## config.mk

```make
export PLATFORM = sky130hd
export DESIGN_NAME = daq_frame_packetizer
export DESIGN_NICKNAME = d
export VERILOG_FILES = /design/src/rtl/daq_pkg.sv /design/src/rtl/daq_conv_timer.sv /design/src/rtl/daq_frame_packetizer.sv
export SDC_FILE = /design/constraint.sdc
export NUM_CORES = 1
export LEC_CHECK = 0
export CAP_MARGIN = 10
export CORE_ASPECT_RATIO = 2
export CORE_MARGIN = 3
export CORE_UTILIZATION = 55
export DETAILED_ROUTE_END_ITERATION = 12
export MAX_ROUTING_LAYER = met4
export PLACE_DENSITY = 0.78
export SYNTH_ARGS = -nofsm -noshare
export SYNTH_HDL_FRONTEND = slang
export SYNTH_HIERARCHICAL = 1
export SYNTH_SLANG_ARGS = --single-unit
```

## constraint.sdc

```tcl
create_clock -name clk_i -period 5.9 [get_ports clk_i]
set_clock_uncertainty 0.1 [all_clocks]
set_input_delay 1.18 -clock clk_i [delete_from_list [all_inputs] [get_ports clk_i]]
set_output_delay 1.18 -clock clk_i [all_outputs]
set_load 0.02 [all_outputs]
```

## src/rtl/daq_pkg.sv

```systemverilog
// Shared constants, FSM state encoding and frame sizing for the DAQ frame packetizer.
package daq_pkg;

  localparam logic [7:0] SYNC_BYTE = 8'hA5;

  typedef enum logic [3:0] {
    ST_IDLE,
    ST_CONV,
    ST_WAIT_HI,
    ST_WAIT_LO,
    ST_HDR,
    ST_RD,
    ST_EMIT_MSB,
    ST_EMIT_LSB,
    ST_GAP
  } state_t;

  function automatic int unsigned frame_len(input int unsigned num_adc, input int unsigned num_ch);
    return 3 + 2 * num_adc * num_ch;
  endfunction

endpackage

```

## src/rtl/daq_conv_timer.sv

```systemverilog
// Conversion period timer and CONVST low-pulse shaper.
module daq_conv_timer #(
  parameter int unsigned CLK_DIV  = 500,
  parameter int unsigned CONV_LOW = 50
) (
  input  logic clk_i,
  input  logic reset_i,
  input  logic enable_i,
  input  logic start_i,
  output logic tick_o,
  output logic convst_o,
  output logic conv_done_o
);

  localparam int unsigned TW = (CLK_DIV > 1) ? $clog2(CLK_DIV) : 1;
  localparam int unsigned PW = (CONV_LOW > 1) ? $clog2(CONV_LOW) : 1;

  logic [TW-1:0] timer_q, timer_d;
  logic [PW-1:0] pulse_q, pulse_d;
  logic          convst_q, convst_d;

  always_comb begin
    timer_d = '0;
    if (enable_i && timer_q != TW'(CLK_DIV - 1)) timer_d = timer_q + 1'b1;

    convst_d = convst_q;
    pulse_d  = pulse_q;
    if (start_i) begin
      convst_d = 1'b0;
      pulse_d  = PW'(CONV_LOW - 1);
    end else if (!convst_q) begin
      if (pulse_q == '0) convst_d = 1'b1;
      else               pulse_d  = pulse_q - 1'b1;
    end
  end

  always_ff @(posedge clk_i or posedge reset_i) begin
    if (reset_i) begin
      timer_q  <= '0;
      pulse_q  <= '0;
      convst_q <= 1'b1;
    end else begin
      timer_q  <= timer_d;
      pulse_q  <= pulse_d;
      convst_q <= convst_d;
    end
  end

  assign tick_o      = enable_i && (timer_q == '0);
  assign convst_o    = convst_q;
  assign conv_done_o = !convst_q && (pulse_q == '0);

endmodule

```

## src/rtl/daq_frame_packetizer.sv

```systemverilog
// Multi-ADC AD7606 readout: periodic conversion, BUSY wait, sequential channel reads and
// framed byte stream into a FIFO write port with back-pressure, drop and overrun counters.
module daq_frame_packetizer
  import daq_pkg::*;
#(
  parameter int unsigned CLK_DIV  = 500,
  parameter int unsigned CONV_LOW = 50,
  parameter int unsigned NUM_ADC  = 4,
  parameter int unsigned NUM_CH   = 8,
  parameter int unsigned RD_LOW   = 2,
  parameter int unsigned RD_HIGH  = 2,
  parameter int unsigned BUSY_TO  = 400
) (
  input  logic               clk_i,
  input  logic               reset_i,
  input  logic               enable_i,
  input  logic [2:0]         os_sel_i,
  output logic [2:0]         adc_os_o,
  output logic               adc_convst_o,
  input  logic               adc_busy_i,
  output logic [NUM_ADC-1:0] adc_cs_n_o,
  output logic               adc_rd_n_o,
  input  logic [15:0]        adc_db_i,
  input  logic               adc_frstdata_i,
  output logic [7:0]         fifo_data_o,
  output logic               fifo_wrreq_o,
  input  logic               fifo_wrfull_i,
  output logic [15:0]        drop_cnt_o,
  output logic [15:0]        ovr_cnt_o,
  output logic               err_o
);

  localparam logic [15:0] BUSY_LIMIT   = 16'(BUSY_TO);
  localparam logic [7:0]  RD_LOW_LAST  = 8'(RD_LOW - 1);
  localparam logic [7:0]  RD_HIGH_LAST = 8'(RD_HIGH - 1);
  localparam logic [2:0]  ADC_LAST     = 3'(NUM_ADC - 1);
  localparam logic [2:0]  CH_LAST      = 3'(NUM_CH - 1);

  state_t      state_q, state_d;
  logic [15:0] seq_q, seq_d;
  logic [15:0] fseq_q, fseq_d;
  logic [2:0]  os_q, os_d;
  logic [2:0]  adc_q, adc_d;
  logic [2:0]  ch_q, ch_d;
  logic [7:0]  phase_q, phase_d;
  logic [15:0] wait_q, wait_d;
  logic [15:0] sample_q, sample_d;
  logic [1:0]  hdr_q, hdr_d;
  logic [15:0] drop_q, drop_d;
  logic [15:0] ovr_q, ovr_d;
  logic        err_q, err_d;

  logic tick, start, conv_done, cs_active, last_sample;

  daq_conv_timer #(
    .CLK_DIV  (CLK_DIV),
    .CONV_LOW (CONV_LOW)
  ) u_timer (
    .clk_i       (clk_i),
    .reset_i     (reset_i),
    .enable_i    (enable_i),
    .start_i     (start),
    .tick_o      (tick),
    .convst_o    (adc_convst_o),
    .conv_done_o (conv_done)
  );

  assign last_sample = (adc_q == ADC_LAST) && (ch_q == CH_LAST);
  assign cs_active   = (state_q == ST_RD) || (state_q == ST_EMIT_MSB) ||
                       (state_q == ST_EMIT_LSB) || (state_q == ST_GAP);

  always_comb begin
    state_d      = state_q;
    seq_d        = seq_q;
    fseq_d       = fseq_q;
    os_d         = os_q;
    adc_d        = adc_q;
    ch_d         = ch_q;
    phase_d      = phase_q;
    wait_d       = wait_q;
    sample_d     = sample_q;
    hdr_d        = hdr_q;
    drop_d       = drop_q;
    ovr_d        = ovr_q;
    err_d        = err_q;
    start        = 1'b0;
    fifo_wrreq_o = 1'b0;
    fifo_data_o  = '0;
    adc_rd_n_o   = 1'b1;

    if (tick && state_q != ST_IDLE && ovr_q != '1) ovr_d = ovr_q + 16'd1;

    unique case (state_q)
      ST_IDLE: begin
        if (tick) begin
          start   = 1'b1;
          os_d    = os_sel_i;
          fseq_d  = seq_q;
          seq_d   = seq_q + 16'd1;
          state_d = ST_CONV;
        end
      end
      ST_CONV: begin
        if (conv_done) begin
          wait_d  = '0;
          state_d = ST_WAIT_HI;
        end
      end
      ST_WAIT_HI, ST_WAIT_LO: begin
        wait_d = wait_q + 16'd1;
        if (wait_q == BUSY_LIMIT) begin
          err_d   = 1'b1;
          state_d = ST_IDLE;
        end else if (state_q == ST_WAIT_HI && adc_busy_i) begin
          state_d = ST_WAIT_LO;
        end else if (state_q == ST_WAIT_LO && !adc_busy_i) begin
          hdr_d   = '0;
          state_d = ST_HDR;
        end
      end
      ST_HDR: begin
        unique case (hdr_q)
          2'd0:    fifo_data_o = SYNC_BYTE;
          2'd1:    fifo_data_o = fseq_q[15:8];
          default: fifo_data_o = fseq_q[7:0];
        endcase
        // Full on the first header cycle drops the whole frame; later fulls just stall.
        if (!fifo_wrfull_i) begin
          fifo_wrreq_o = 1'b1;
          if (hdr_q == 2'd2) begin
            adc_d   = '0;
            ch_d    = '0;
            phase_d = '0;
            state_d = ST_GAP;
          end else begin
            hdr_d = hdr_q + 2'd1;
          end
        end else if (hdr_q == 2'd0) begin
          if (drop_q != '1) drop_d = drop_q + 16'd1;
          state_d = ST_IDLE;
        end
      end
      ST_RD: begin
        adc_rd_n_o = 1'b0;
        if (phase_q == RD_LOW_LAST) begin
          sample_d = adc_db_i;
          if (ch_q == '0 && !adc_frstdata_i) err_d = 1'b1;
          state_d = ST_EMIT_MSB;
        end else begin
          phase_d = phase_q + 8'd1;
        end
      end
      ST_EMIT_MSB: begin
        fifo_data_o = sample_q[15:8];
        if (!fifo_wrfull_i) begin
          fifo_wrreq_o = 1'b1;
          state_d      = ST_EMIT_LSB;
        end
      end
      ST_EMIT_LSB: begin
        fifo_data_o = sample_q[7:0];
        if (!fifo_wrfull_i) begin
          fifo_wrreq_o = 1'b1;
          if (last_sample) begin
            state_d = ST_IDLE;
          end else begin
            if (ch_q == CH_LAST) begin
              ch_d  = '0;
              adc_d = adc_q + 3'd1;
            end else begin
              ch_d = ch_q + 3'd1;
            end
            phase_d = '0;
            state_d = ST_GAP;
          end
        end
      end
      ST_GAP: begin
        // Chip select for the upcoming read settles here, while RD_N is still high.
        if (phase_q == RD_HIGH_LAST) begin
          phase_d = '0;
          state_d = ST_RD;
        end else begin
          phase_d = phase_q + 8'd1;
        end
      end
      default: state_d = ST_IDLE;
    endcase
  end

  always_comb begin
    adc_cs_n_o = '1;
    if (cs_active) begin
      for (int unsigned i = 0; i < NUM_ADC; i++) begin
        if (adc_q == 3'(i)) adc_cs_n_o[i] = 1'b0;
      end
    end
  end

  always_ff @(posedge clk_i or posedge reset_i) begin
    if (reset_i) begin
      state_q  <= ST_IDLE;
      seq_q    <= '0;
      fseq_q   <= '0;
      os_q     <= '0;
      adc_q    <= '0;
      ch_q     <= '0;
      phase_q  <= '0;
      wait_q   <= '0;
      sample_q <= '0;
      hdr_q    <= '0;
      drop_q   <= '0;
      ovr_q    <= '0;
      err_q    <= 1'b0;
    end else begin
      state_q  <= state_d;
      seq_q    <= seq_d;
      fseq_q   <= fseq_d;
      os_q     <= os_d;
      adc_q    <= adc_d;
      ch_q     <= ch_d;
      phase_q  <= phase_d;
      wait_q   <= wait_d;
      sample_q <= sample_d;
      hdr_q    <= hdr_d;
      drop_q   <= drop_d;
      ovr_q    <= ovr_d;
      err_q    <= err_d;
    end
  end

  assign adc_os_o   = os_q;
  assign drop_cnt_o = drop_q;
  assign ovr_cnt_o  = ovr_q;
  assign err_o      = err_q;

endmodule

```

==> out/results.tsv, run 1 <==
stage	metric	value	unit
worst_hold_path	HP Start	err_o$_DFFE_PP0P_	
route	number of remaining DRC errors	0	
placed_design	GP Congestion	0.874	
timing	Least-Margin Pin Slew	1080	ps
worst_hold_path	Min-Delay Path Class	reg2reg	
critical_path	Crit path largest cell delay	890	ps
route	via count	5711	
critical_path	CP Capture Type	output pin	
clock_tree	clk slew on worst S/H paths	60	ps
clock_tree	CTS tree	built	
global_route	GRT Total Usage	0.252	
synthesis	Synth Cell Area	0.00707	mm²
route	DR pass1 iterations	5	
finish	# diodes	0	
route	initial drt markers	280	
clock_tree	Clock Path Buffers	2	
power_and_ir_drop	Comb pwr share	0.322	
clock_tree	clock root buffer	clkbuf_16	
floorplanning	I/O Pins	76	
timing	RSZ-0062 raised after global routing	false	
floorplanning	Die Y	166	µm
critical_path	CP endpoint	adc_cs_n_o[0]	
floorplanning	Die X	86.2	µm
finish	layout cell share with drive strength beyond 1	0.109	
clock_tree	cts repair resizes	0	
timing	Slew Limit Fails	0	
power_and_ir_drop	Internal Dissipation	2.37	mW
placed_design	dpl ws	1810	ps
critical_path	Crit Path Class	reg2out	
synthesis	Synth Net Count	774	
power_and_ir_drop	sw frac	0.361	
synthesis	largest cells by area after synthesis	dfrtp_1, nand2_1, mux2_2, xnor2_1, ha_1	
synthesis	synthesis-stage register bit count	136	
clock_tree	clk sink count	136	
critical_path	Worst Reg-to-Reg Cells	7	
route	via-per-instance ratio	5.92	
placed_design	# placed instances	932	
power_and_ir_drop	Clk network pwr share	0.299	
clock_tree	later-pin clock latency in the skew report	420	ps
synthesis	Async SR Flop Fraction	1.00	
timing	highest clock rate	232	MHz
clock_tree	CTS H-tree depth	4	
synthesis	sequential share of the synthesized area	0.482	
timing	final hold vios	0	
global_route	grt total ovfl	0	
timing	Final setup viols	0	
global_route	first-pass GRT wire length	28300	µm
critical_path	Startpoint Class	flop	
floorplanning	Rows	58	
finish	Final nets	848	
critical_path	critical path's slowest cell	nor4b_1	
critical_path	RR Startpoint	state_q[0]$_DFFE_PP0P_	
synthesis	Avg Cell Area, Syn	9.72	µm²
timing	setup TNS	0	ps
finish	area grow syn2layout	20.9	%
flow_run	number of max-cap violations	0	
placed_design	Post-DP HPWL	11700	µm
floorplanning	DIE AREA	0.0143	mm²
finish	Cell Count, Final, Fillers Out	964	
critical_path	CP cell instances	nor4b_1 -> nor2_1 -> nor2_1 -> nand2_1 -> clkdlybuf4s50_1	
status	status	complete, no violations	
synthesis	Synth Instances	727	
global_route	largest net degree at the start of global routing	82	
clock_tree	CTS Buf Count	17	
power_and_ir_drop	VDD IR max	0.000354	V
critical_path	Critical Path RT	4620	ps
power_and_ir_drop	switching pwr	1.34	mW
route	post-route ant nets	0	
global_route	initial antenna violation count	0	
synthesis	cell taking the most area after synthesis	dfrtp_1	
synthesis	yosys warns	6	
route	routed len/inst	17.3	µm
power_and_ir_drop	sequential power share	0.379	
clock_tree	Setup Buffers After CTS	0	
route	final wirelength	16600	µm
timing	Tmin final	4310	ps
finish	Final Cell Area	0.00854	mm²
finish	fillers	999	
critical_path	CP dominant cell by count	nor2_1	
clock_tree	CTS Hold Bufs	0	
timing	period utilization	0.730	
power_and_ir_drop	PwrDens	434	mW/mm²
timing	worst relative slew slack	0.278	
critical_path	Max FO, Critical Path	35	
critical_path	CP Launch Point	state_q[0]$_DFFE_PP0P_	
power_and_ir_drop	Pleak	3.80	nW
placed_design	number of port buffers	75	
synthesis	Netlist cell types	76	
critical_path	flop-to-flop setup slack	2250	ps
synthesis	Primary FF master, synth	dfrtp_1	
critical_path	Worst R2R End	seq_q[9]$_DFFE_PP0P_	
critical_path	CP arrival	3030	ps
timing	post-route setup slack	1590	ps
placed_design	placed cell areas	0.00793	mm²
floorplanning	core area	0.0126	mm²
worst_hold_path	Hold Path Depth	1	
synthesis	Post-synth EDFFs	0	
global_route	vias in the first global route	5876	
synthesis	Synth top area share	0.478	
floorplanning	starting density of the core	0.563	
## metal layers
metal,GRT usage,routed length (µm),vias to the layer above
li1,-,-,2678
met1,0.268,5960,2850
met5,-,0,-
met4,0.0806,365,0
met3,0.0472,651,29
met2,0.459,9660,154
## worst max-delay path, delay by kind of cell, from the launching register on
kind / cells / cell delay, ps
buffers and inverters: 1 / 540
DFF: 1 / 780
and+or+nand+nor: 4 / 1300
## final cells by class
| type | count | area, µm² | share of cell area |
|---|---|---|---|
| Timing Repair Buffer | 77 | 766 | 0.0896 |
| Inverter | 34 | 130 | 0.0152 |
| Multi-Input combinational cell | 535 | 3440 | 0.403 |
| Tap cell | 150 | 188 | 0.0220 |
| Clock inverter | 14 | 188 | 0.0220 |
| Clock buffer | 18 | 429 | 0.0502 |
| Sequential cell | 136 | 3400 | 0.398 |
## synthesized netlist by cell type (7+ instances only)
cell type / n
mux2_2: 28
a21oi_1: 31
ha_1: 22
nor2b_1: 7
a211oi_1: 7
xnor2_1: 35
inv_1: 33
xor2_1: 22
nor3_1: 23
nand2_1: 113
dfrtp_1: 135
nand4_1: 18
nor2_1: 63
clkbuf_1: 17
and4_1: 8
nand3_1: 30
and3_1: 11
o21ai_0: 20
nand2b_1: 8
## sequential cells by signal, indices dropped and copies added (netlist names), 2 cells and up
register	count
wait_q	16
adc_q	3
u_timer/pulse_q	6
adc_os_o	3
u_timer/timer_q	9
fseq_q	16
state_q	4
sample_q	16
ch_q	3
seq_q	16
phase_q	8
drop_cnt_o	16
ovr_cnt_o	16
hdr_q	2
## worst min path at each step
| stage | endpoint | slack (ps) |
|---|---|---|
| 2_1_floorplan | fseq_q[1]$_DFFE_PP0P_ | 340 |
| 3_3_place_gp | err_o$_DFFE_PP0P_ | 340 |
| 3_5_place_dp | err_o$_DFFE_PP0P_ | 350 |
| 4_1_cts | err_o$_DFFE_PP0P_ | 370 |
| 5_1_grt | err_o$_DFFE_PP0P_ | 370 |
| 6_report | err_o$_DFFE_PP0P_ | 370 |
## power by group through the flow
stage	clock network (mW)	logic [mW]	registers, mW
2_1_floorplan	0	0.839	1.35
3_3_place_gp	0	1.14	1.39
3_5_place_dp	0	1.18	1.41
4_1_cts	1.12	1.20	1.40
5_1_grt	1.16	1.31	1.44
6_report	1.11	1.19	1.40
## stage by stage
stage / total power [mW] / hold slack [ps] / util
finish: 3.71 / 372 / 0.681
global route: 3.92 / 374 / 0.681
global placement: 2.53 / 338 / 0.631
detailed placement: 2.59 / 353 / 0.631
floorplan: 2.19 / 338 / -
CTS: 3.72 / 366 / 0.681
## layout by cell type (no fill, tap or decap), types with 4 or more instances in the layout
cell               n
a211oi_1           7
a21o_1             4
a21oi_1           31
a31oi_1            4
and3_1            11
and4_1             8
clkbuf_16         17
clkdlybuf4s50_1   75
dfrtp_1          135
ha_1              22
inv_1             32
inv_6              4
mux2_2            28
nand2_1          113
nand2b_1           8
nand3_1           30
nand4_1           18
nor2_1            63
nor2b_1            7
nor3_1            23
nor3b_1            6
nor4_1             6
nor4b_1            4
o21ai_0           20
or2_2              4
or3_1              6
xnor2_1           35
xor2_1            22
## logic make-up after synthesis
| logic type | count (synthesis) | share of synthesized area |
|---|---|---|
| adder cells (fa/ha/maj) | 22 | 0.0389 |
| AO/OA/AOI/OAI | 94 | 0.0867 |
| multiplexers | 30 | 0.0481 |
| AND/OR/NAND/NOR | 332 | 0.242 |
| XOR/XNOR | 57 | 0.0706 |
| flip-flops | 136 | 0.482 |
| buffers and inverters | 56 | 0.0317 |
Note: power is estimated with default switching activity, not from simulation.
==> run 2: changes to the inputs <==
--- a/config.mk
+++ b/config.mk
@@ -8,10 +8,10 @@
 export CAP_MARGIN = 10
 export CORE_ASPECT_RATIO = 2
 export CORE_MARGIN = 3
-export CORE_UTILIZATION = 55
+export CORE_UTILIZATION = 51
 export DETAILED_ROUTE_END_ITERATION = 12
 export MAX_ROUTING_LAYER = met4
-export PLACE_DENSITY = 0.78
+export PLACE_DENSITY = 0.76
 export SYNTH_ARGS = -nofsm -noshare
 export SYNTH_HDL_FRONTEND = slang
 export SYNTH_HIERARCHICAL = 1
==> constraint.sdc (replaced) <==
create_clock -name clk_i -period 3.9 [get_ports clk_i]
set_clock_uncertainty 0.1 [all_clocks]
set_input_delay 0.78 -clock clk_i [delete_from_list [all_inputs] [get_ports clk_i]]
set_output_delay 0.78 -clock clk_i [all_outputs]
set_load 0.02 [all_outputs]
==> out/results.tsv, run 2 (same netlist as run 1, synthesis figures left out) <==
stage	metric	value	unit
power_and_ir_drop	VDD IR max	0.000413	V
critical_path	CP delay by family, top	buffers and inverters	
route	post-route ant nets	0	
finish	layout cell share with drive strength beyond 1	0.114	
clock_tree	Setup Buffers After CTS	0	
critical_path	Crit path largest cell delay	570	ps
floorplanning	Die X	89.2	µm
worst_hold_path	Min-Delay Path Class	reg2reg	
route	final wirelength	15800	µm
finish	fillers	1088	
power_and_ir_drop	PwrDens	654	mW/mm²
timing	Final setup viols	0	
critical_path	Max FO, Critical Path	16	
global_route	vias in the first global route	5802	
finish	Final nets	853	
route	number of remaining DRC errors	0	
floorplanning	Rows	60	
clock_tree	Clock Path Buffers	2	
critical_path	CP arrival	2690	ps
global_route	largest net degree at the start of global routing	121	
global_route	GRT Total Usage	0.226	
timing	highest clock rate	280	MHz
critical_path	critical path's slowest cell	clkdlybuf4s50_1	
placed_design	# placed instances	942	
finish	area grow syn2layout	21.8	%
clock_tree	later-pin clock latency in the skew report	420	ps
floorplanning	core area	0.0135	mm²
clock_tree	cts repair resizes	0	
critical_path	Crit Path Class	reg2out	
critical_path	CP Capture Type	output pin	
finish	# diodes	0	
route	initial drt markers	245	
global_route	grt total ovfl	0	
critical_path	number of buffers and inverters on the critical path	2	
critical_path	critical path depth	8	
finish	Cell Count, Final, Fillers Out	972	
finish	most common cell after layout, fill and taps aside	dfrtp_1	
floorplanning	starting density of the core	0.523	
status	status	complete, no violations	
clock_tree	CTS H-tree depth	4	
placed_design	number of port buffers	75	
clock_tree	CTS tree	built	
route	via count	5621	
clock_tree	clk sink count	136	
critical_path	CP Launch Point	hdr_q[1]$_DFFE_PP0P_	
global_route	first-pass GRT wire length	26600	µm
route	routed len/inst	16.2	µm
timing	Tmin final	3570	ps
clock_tree	clk slew on worst S/H paths	60	ps
clock_tree	CTS Buf Count	17	
timing	Least-Margin Pin Slew	902	ps
critical_path	RR Startpoint	state_q[0]$_DFFE_PP0P_	
timing	period utilization	0.915	
placed_design	GP Congestion	0.845	
clock_tree	CTS Hold Bufs	0	
floorplanning	I/O Pins	76	
floorplanning	DIE AREA	0.0154	mm²
timing	final hold vios	0	
critical_path	Critical Path RT	3020	ps
critical_path	CP cell instances	inv_1 -> ha_1 -> nor2b_1 -> a211oi_1 -> nor3_1 -> a21oi_1 -> nor2_1 -> clkdlybuf4s50_1	
clock_tree	clock root buffer	clkbuf_16	
global_route	initial antenna violation count	0	
finish	most frequent cells in the layout	dfrtp_1, nand2_1, clkdlybuf4s50_1, nor2_1, xnor2_1	
critical_path	Worst R2R End	seq_q[9]$_DFFE_PP0P_	
timing	setup TNS	0	ps
route	via-per-instance ratio	5.78	
critical_path	Worst Reg-to-Reg Cells	7	
flow_run	number of max-cap violations	0	
placed_design	Post-DP HPWL	11100	µm
critical_path	flop-to-flop setup slack	1070	ps
power_and_ir_drop	Pleak	3.82	nW
timing	Slew Limit Fails	0	
route	DR pass1 iterations	5	
timing	worst relative slew slack	0.399	
critical_path	Startpoint Class	flop	
critical_path	CP endpoint	fifo_data_o[5]	
floorplanning	Die Y	172	µm
timing	RSZ-0062 raised after global routing	false	
## run 2: cell types whose count changed in the layout (fill, tap and decap cells not counted), sizes merged
cell / change
bufinv: +1
clkinvlp: +2
inv: -6
clkbuf: +1
buf: +5
## run 2: worst min path at each step
stage                                        to  cells past startpoint             startpoint
after CTS                     err_o$_DFFE_PP0P_                      1      err_o$_DFFE_PP0P_
after global routing      fseq_q[5]$_DFFE_PP0P_                      2  fseq_q[5]$_DFFE_PP0P_
after detailed placement      err_o$_DFFE_PP0P_                      1      err_o$_DFFE_PP0P_
final                         err_o$_DFFE_PP0P_                      1      err_o$_DFFE_PP0P_
after floorplan           fseq_q[1]$_DFFE_PP0P_                      2  fseq_q[1]$_DFFE_PP0P_
after global placement        err_o$_DFFE_PP0P_                      1      err_o$_DFFE_PP0P_
## run 2: cell type report
| class | count | area (µm²) | area share |
|---|---|---|---|
| Timing Repair Buffer | 82 | 816 | 0.0947 |
| Inverter | 34 | 131 | 0.0153 |
| Tap cell | 155 | 194 | 0.0225 |
| Clock buffer | 19 | 453 | 0.0526 |
| Clock inverter | 11 | 173 | 0.0201 |
| Multi-Input combinational cell | 535 | 3440 | 0.399 |
| Sequential cell | 136 | 3400 | 0.395 |
## run 2: metrics by stage
stage	cell area (µm²)	hold WS (ps)	total power [mW]	setup WS, ps	utilization
floorplan	7070	338	3.32	1350	-
global placement	7990	340	3.86	708	0.591
detailed placement	7990	352	3.95	578	0.591
CTS	8610	364	5.67	347	0.637
global route	8610	384	5.96	151	0.637
finish	8610	356	5.63	333	0.637
## run 2: report_power, final
group          total [mW]  internal (mW)  switching (mW)
clock network        1.70           1.10           0.602
logic                1.86          0.862            1.00
registers            2.07           1.72           0.350
total                5.63           3.68            1.95
## run 2: per-layer routing
metal / wire length [µm] / share of wire / GRT usage
met5: 0 / 0 / -
met3: 459 / 0.029 / 0.0372
met1: 5960 / 0.38 / 0.243
met2: 8930 / 0.57 / 0.400
met4: 410 / 0.026 / 0.0979
